### src/rtl/ask_uart_pkg.sv
// rtl/ask_uart_pkg.sv - shared types and helpers for the ASK UART receive path
package ask_uart_pkg;

    localparam int UART_DATA_BITS = 8;

    typedef enum logic [2:0] {
        ST_ARM   = 3'd0,
        ST_IDLE  = 3'd1,
        ST_START = 3'd2,
        ST_DATA  = 3'd3,
        ST_STOP  = 3'd4
    } rx_state_e;

    // Bits needed to hold values 0..n-1, never less than one.
    function automatic int cnt_width(input int n);
        return (n <= 2) ? 1 : $clog2(n);
    endfunction

endpackage

### src/rtl/ask_envelope_detect.sv
// rtl/ask_envelope_detect.sv - carrier envelope detector producing the UART line level
module ask_envelope_detect
    import ask_uart_pkg::*;
#(
    parameter int carrier_timeout = 8
) (
    input  logic       clk,
    input  logic       rst_n,
    input  logic [1:0] ask_rx,
    output logic       line
);

    localparam int GW = cnt_width(carrier_timeout + 1);
    localparam logic [GW-1:0] GAP_MAX = GW'(carrier_timeout);

    logic [2:0]    sync_q;
    logic [GW-1:0] gap_q;
    logic [GW-1:0] gap_d;
    logic          edge_seen;

    // The N leg carries the same envelope in antiphase; only P is used.
    logic unused_n_leg;
    assign unused_n_leg = ask_rx[1];

    assign edge_seen = sync_q[1] ^ sync_q[2];

    always_comb begin
        gap_d = gap_q;
        if (edge_seen) begin
            gap_d = '0;
        end else if (gap_q != GAP_MAX) begin
            gap_d = gap_q + 1'b1;
        end
    end

    always_ff @(posedge clk or negedge rst_n) begin
        if (!rst_n) begin
            sync_q <= '0;
            gap_q  <= GAP_MAX;
        end else begin
            sync_q <= {sync_q[1:0], ask_rx[0]};
            gap_q  <= gap_d;
        end
    end

    assign line = (gap_q < GAP_MAX);

endmodule

### src/rtl/axis_ask_uart_rx.sv
// rtl/axis_ask_uart_rx.sv - ASK carrier 8N1 receiver with a one-byte AXI-Stream output buffer
module axis_ask_uart_rx
    import ask_uart_pkg::*;
#(
    parameter int clkdiv_rx       = 50,
    parameter int carrier_timeout = 8
) (
    input  logic       clk,
    input  logic       rst_n,
    input  logic [1:0] ask_rx,
    output logic [7:0] o_tdata,
    output logic       o_tvalid,
    input  logic       o_tready,
    output logic       overrun,
    output logic       frame_err
);

    localparam int BW = cnt_width(clkdiv_rx);
    localparam logic [BW-1:0] BIT_LAST  = BW'(clkdiv_rx - 1);
    localparam logic [BW-1:0] HALF_LAST = BW'(clkdiv_rx / 2 - 1);
    localparam logic [2:0]    IDX_LAST  = 3'(UART_DATA_BITS - 1);

    logic line;

    ask_envelope_detect #(
        .carrier_timeout(carrier_timeout)
    ) u_env (
        .clk   (clk),
        .rst_n (rst_n),
        .ask_rx(ask_rx),
        .line  (line)
    );

    rx_state_e           state_q, state_d;
    logic [BW-1:0]       bit_cnt_q, bit_cnt_d;
    logic [BW-1:0]       arm_cnt_q, arm_cnt_d;
    logic [2:0]          idx_q, idx_d;
    logic [7:0]          shreg_q, shreg_d;
    logic [7:0]          tdata_q, tdata_d;
    logic                tvalid_q, tvalid_d;
    logic                overrun_q, overrun_d;
    logic                frame_err_q, frame_err_d;
    logic                byte_done;
    logic                stop_bad;

    always_comb begin
        state_d   = state_q;
        bit_cnt_d = bit_cnt_q;
        arm_cnt_d = arm_cnt_q;
        idx_d     = idx_q;
        shreg_d   = shreg_q;
        byte_done = 1'b0;
        stop_bad  = 1'b0;
        case (state_q)
            ST_ARM: begin
                if (!line) begin
                    arm_cnt_d = '0;
                end else if (arm_cnt_q == BIT_LAST) begin
                    arm_cnt_d = '0;
                    state_d   = ST_IDLE;
                end else begin
                    arm_cnt_d = arm_cnt_q + 1'b1;
                end
            end
            ST_IDLE: begin
                if (!line) begin
                    state_d   = ST_START;
                    bit_cnt_d = HALF_LAST;
                end
            end
            ST_START: begin
                if (bit_cnt_q != '0) begin
                    bit_cnt_d = bit_cnt_q - 1'b1;
                end else if (!line) begin
                    state_d   = ST_DATA;
                    bit_cnt_d = BIT_LAST;
                    idx_d     = '0;
                end else begin
                    state_d = ST_IDLE;
                end
            end
            ST_DATA: begin
                if (bit_cnt_q != '0) begin
                    bit_cnt_d = bit_cnt_q - 1'b1;
                end else begin
                    shreg_d[idx_q] = line;
                    bit_cnt_d      = BIT_LAST;
                    if (idx_q == IDX_LAST) begin
                        state_d = ST_STOP;
                    end else begin
                        idx_d = idx_q + 1'b1;
                    end
                end
            end
            ST_STOP: begin
                if (bit_cnt_q != '0) begin
                    bit_cnt_d = bit_cnt_q - 1'b1;
                end else if (line) begin
                    byte_done = 1'b1;
                    state_d   = ST_IDLE;
                end else begin
                    // A broken frame forces a full re-arm before trusting the line again.
                    stop_bad  = 1'b1;
                    arm_cnt_d = '0;
                    state_d   = ST_ARM;
                end
            end
            default: state_d = ST_ARM;
        endcase
    end

    always_comb begin
        tdata_d     = tdata_q;
        tvalid_d    = tvalid_q;
        overrun_d   = 1'b0;
        frame_err_d = stop_bad;
        if (tvalid_q && o_tready) begin
            tvalid_d = 1'b0;
        end
        if (byte_done) begin
            if (!tvalid_q || o_tready) begin
                tdata_d  = shreg_q;
                tvalid_d = 1'b1;
            end else begin
                overrun_d = 1'b1;
            end
        end
    end

    always_ff @(posedge clk or negedge rst_n) begin
        if (!rst_n) begin
            state_q     <= ST_ARM;
            bit_cnt_q   <= '0;
            arm_cnt_q   <= '0;
            idx_q       <= '0;
            shreg_q     <= '0;
            tdata_q     <= '0;
            tvalid_q    <= 1'b0;
            overrun_q   <= 1'b0;
            frame_err_q <= 1'b0;
        end else begin
            state_q     <= state_d;
            bit_cnt_q   <= bit_cnt_d;
            arm_cnt_q   <= arm_cnt_d;
            idx_q       <= idx_d;
            shreg_q     <= shreg_d;
            tdata_q     <= tdata_d;
            tvalid_q    <= tvalid_d;
            overrun_q   <= overrun_d;
            frame_err_q <= frame_err_d;
        end
    end

    assign o_tdata   = tdata_q;
    assign o_tvalid  = tvalid_q;
    assign overrun   = overrun_q;
    assign frame_err = frame_err_q;

endmodule

### config.mk
export PLATFORM = sky130hd
export DESIGN_NAME = axis_ask_uart_rx
export DESIGN_NICKNAME = d
export VERILOG_FILES = /design/src/rtl/ask_uart_pkg.sv /design/src/rtl/ask_envelope_detect.sv /design/src/rtl/axis_ask_uart_rx.sv
export SDC_FILE = /design/constraint.sdc
export NUM_CORES = 1
export LEC_CHECK = 0
export CAP_MARGIN = 20
export CORE_ASPECT_RATIO = 1.2
export CORE_MARGIN = 1
export CORE_UTILIZATION = 52
export CTS_CLUSTER_DIAMETER = 100
export DETAILED_ROUTE_END_ITERATION = 16
export PLACE_DENSITY = 0.82
export SYNTH_ARGS = -nofsm -noshare
export SYNTH_HDL_FRONTEND = slang
export SYNTH_SLANG_ARGS = --single-unit
### constraint.sdc
create_clock -name clk -period 2 [get_ports clk]
set_clock_uncertainty 0.1 [all_clocks]
set_input_delay 0.5 -clock clk [delete_from_list [all_inputs] [get_ports clk]]
set_output_delay 0.5 -clock clk [all_outputs]
set_load 0.05 [all_outputs]
==> results.tsv <==
stage	metric	value	unit
power	total_switching_power	0.000547	W
power	sw_frac_of_total	27.1	%
clock_tree	clkTransAtPathRegs	0.09	ns
detailed_routing	drc	0	
run	drv_cap	0	
floorplan	coreArea	4040	µm²
detailed_routing	route.detailed.wl_per_inst	14.5	µm
power	p_leak	1.32	nW
worst_setup_path	worst-path-buf-inv	1	
power	pwr-share-seq	51.7	%
place	preCtsSetupSlack	-0.0917	ns
global_route	grt-ovfl-total	0	
place	gp_congestion	0.852	
power	internal_power	0.00147	W
clock_tree	htreeDepth	2	
synth	synth_cell_types	49	
worst_setup_path	cp.required	2.09	ns
clock_tree	clock_latency	0.31	ns
synth	syn_area_per_cell	10.8	µm²
synth	synth_area	2240	µm²
detailed_routing	vias	1710	
cells_and_area	final_nets	257	
clock_tree	cts_tree	yes	
global_route	grt_pass1_wl	7.14	mm
global_route	grt_pass1_vias	1631	
power	p_per_area	739	nW/µm²
floorplan	die_area	4580	µm²
synth	synth_ff_type	dfrtp_1	
power	clock_power_share	34.9	%
timing	finalHoldViolCount	0	
clock_tree	numCtsBuffers	5	
synth	seq_area_frac_synth	49.2	%
worst_setup_path	crit_family	simple AND/OR/NAND/NOR gates	
detailed_routing	viasPerCell	5.70	
floorplan	die_x	61.9	µm
clock_tree	hold_buffers	0	
clock_tree	clk_path_buf_depth	2	
place	dpl-instance-area	2560	µm²
synth	async_flop_share	100	%
worst_setup_path	slowest_delay	0.42	ns
timing	fin_crit	1.96	ns
global_route	gr-usage-all-layers	21.3	%
cells_and_area	drive_gt1_share	29.7	%
timing	max_slew_margin	67.6	%
detailed_routing	drt_iter0_markers	51	
floorplan	initial_core_util	55.6	%
cells_and_area	n_antenna_cell	0	
synth	yosys_warnings	0	
cells_and_area	mostFrequentLayoutCell	dfrtp_1	
timing	slew_viol_final	0	
clock_tree	cts-root-buf	clkbuf_8	
place	hpwl	3.09	mm
synth	synth_nets	219	
timing	setup_viol	0	
detailed_routing	wl	4.36	mm
global_route	antenna_found_initial	0	
synth	syn_inst	207	
worst_setup_path	crit_path_end_kind	flop	
floorplan	fp.dieH	73.9	µm
floorplan	rows	25	
status	status	complete, no violations	
worst_setup_path	cp_cell_sequence	inv_2 -> ha_4 -> or3b_4 -> nor4_4 -> nand2_4 -> mux2_4	
detailed_routing	firstDrtPassIters	5	
floorplan	pin_count	16	
power	p_comb_share	13.4	%
timing	clock.fmax	0.511	GHz
cells_and_area	final_cell_mix	dfrtp_1 (43), buf_4 (36), o21ai_0 (15), nand2_1 (13), nor2_1 (12)	
worst_setup_path	crit_slowest_cell	or3b_4	
worst_setup_path	crit_type	reg2reg	
synth	synth_edf_count	0	
power	total_power	0.00202	W
timing	worst_slew_pin_slew	0.482	ns
worst_setup_path	cp_max_fo	8	
cells_and_area	final_cell_area	2730	µm²
timing	setup_ws	0.0449	ns
timing	fin_tns_setup	0	ns
worst_setup_path	startpoint_type	flop	
power	vdd_drop_max	0.463	mV
clock_tree	cts_sinks	44	
synth	ys_ff_latch	44	
place	io_buffers	14	
global_route	grt_max_degree	28	
timing	whs	0.00551	ns
worst_setup_path	cp.arrival	2.04	ns
detailed_routing	ant_nets	0	
min_path	hold_class	in2async	
timing	period_share	97.8	%
cells_and_area	area_growth	21.8	%
[power groups by stage]
| stage | logic, W | registers (W) | clock network [W] |
|---|---|---|---|
| floorplan | 0.000199 | 0.00104 | 0 |
| global placement | 0.000256 | 0.00105 | 0 |
| detailed placement | 0.000271 | 0.00106 | 0 |
| CTS | 0.000277 | 0.00104 | 0.000719 |
| global route | 0.000320 | 0.00106 | 0.000747 |
| finish | 0.000271 | 0.00104 | 0.000705 |
[cells by family (layout without fill, tap and decap cells)]
| family | Yosys count | after routing | share of synthesized area [%] |
|---|---|---|---|
| compound gates | 47 | 47 | 13.9 |
| xor+xnor | 4 | 4 | 1.56 |
| fa+ha+maj | 7 | 7 | 3.91 |
| buf+inv | 17 | 56 | 3.24 |
| flops | 44 | 44 | 49.2 |
| mux | 15 | 15 | 8.82 |
| simple gates | 73 | 73 | 19.4 |
[registers in the layout, indices dropped and copies added, names as in the netlist]
signal / cells
arm_cnt_q: 6
bit_cnt_q: 6
frame_err: 1
idx_q: 3
o_tdata: 8
o_tvalid: 1
overrun: 1
shreg_q: 8
state_q: 3
u_env.gap_q: 4
u_env.sync_q: 3
[layer usage]
| layer | GRT usage, % | part of all wire [%] |
|---|---|---|
| met1 | 26.5 | 44 |
| met2 | 34.6 | 50 |
| met3 | 5.22 | 3.0 |
| met4 | 9.14 | 2.3 |
| met5 | 0 | 0 |
[worst paths after layout]
| kind | start | cells past startpoint | end | slack [ns] |
|---|---|---|---|---|
| worst min-delay path | rst_n | 1 | arm_cnt_q[5] | 0.006 |
| min in group clk | u_env.sync_q[0] | 0 | u_env.sync_q[1] | 0.25 |
| worst min register to register | u_env.sync_q[0] | 0 | u_env.sync_q[1] | 0.25 |
| worst max-delay path | bit_cnt_q[1] | 6 | o_tdata[0] | 0.04 |
| max in group asynchronous | rst_n | 2 | u_env.gap_q[3] | 1.23 |
| worst max register to register | bit_cnt_q[1] | 6 | o_tdata[0] | 0.04 |
[per-stage QoR]
| stage | cells | utilization [%] |
|---|---|---|
| 3_3_place_gp | 288 | 63.4 |
| 5_1_grt | 300 | 67.7 |
| 3_5_place_dp | 288 | 63.4 |
| 4_1_cts | 297 | 66.5 |
| 6_report | 300 | 67.7 |
| 2_1_floorplan | 207 | - |
[cells in the mapped netlist (4+ instances only)]
cell / instances / area, µm²
nand3b_1: 5 / 37.5
a21oi_1: 6 / 30.0
clkbuf_1: 6 / 22.5
a22oi_1: 4 / 30.0
nor3_1: 7 / 35.0
nand2b_1: 7 / 43.8
o22ai_1: 4 / 25.0
mux2_4: 8 / 120
mux2_2: 6 / 67.6
nor2_1: 12 / 45.0
o31ai_1: 4 / 30.0
o21ai_0: 15 / 75.1
ha_1: 7 / 87.6
nand2_1: 13 / 48.8
inv_1: 7 / 26.3
nor2b_1: 6 / 37.5
or3_1: 5 / 31.3
dfrtp_1: 43 / 1080
[area by class of cell]
cell class              instances  area [µm²]
repair buffers                 40         315
well taps                      54        67.6
clock buffers                   5        68.8
inverters                       8        30.0
flip-flops and latches         44        1100
multi-input cells             146        1100
fillers                       302        1310
clock inverters                 3        46.3
[what timing repair did]
action,in CTS,in global routing
resized for setup,4,3
setup endpoints to repair,16,19
buffers inserted,1,3
pin swaps,1,1
Power figures use the tool's default switching activity.
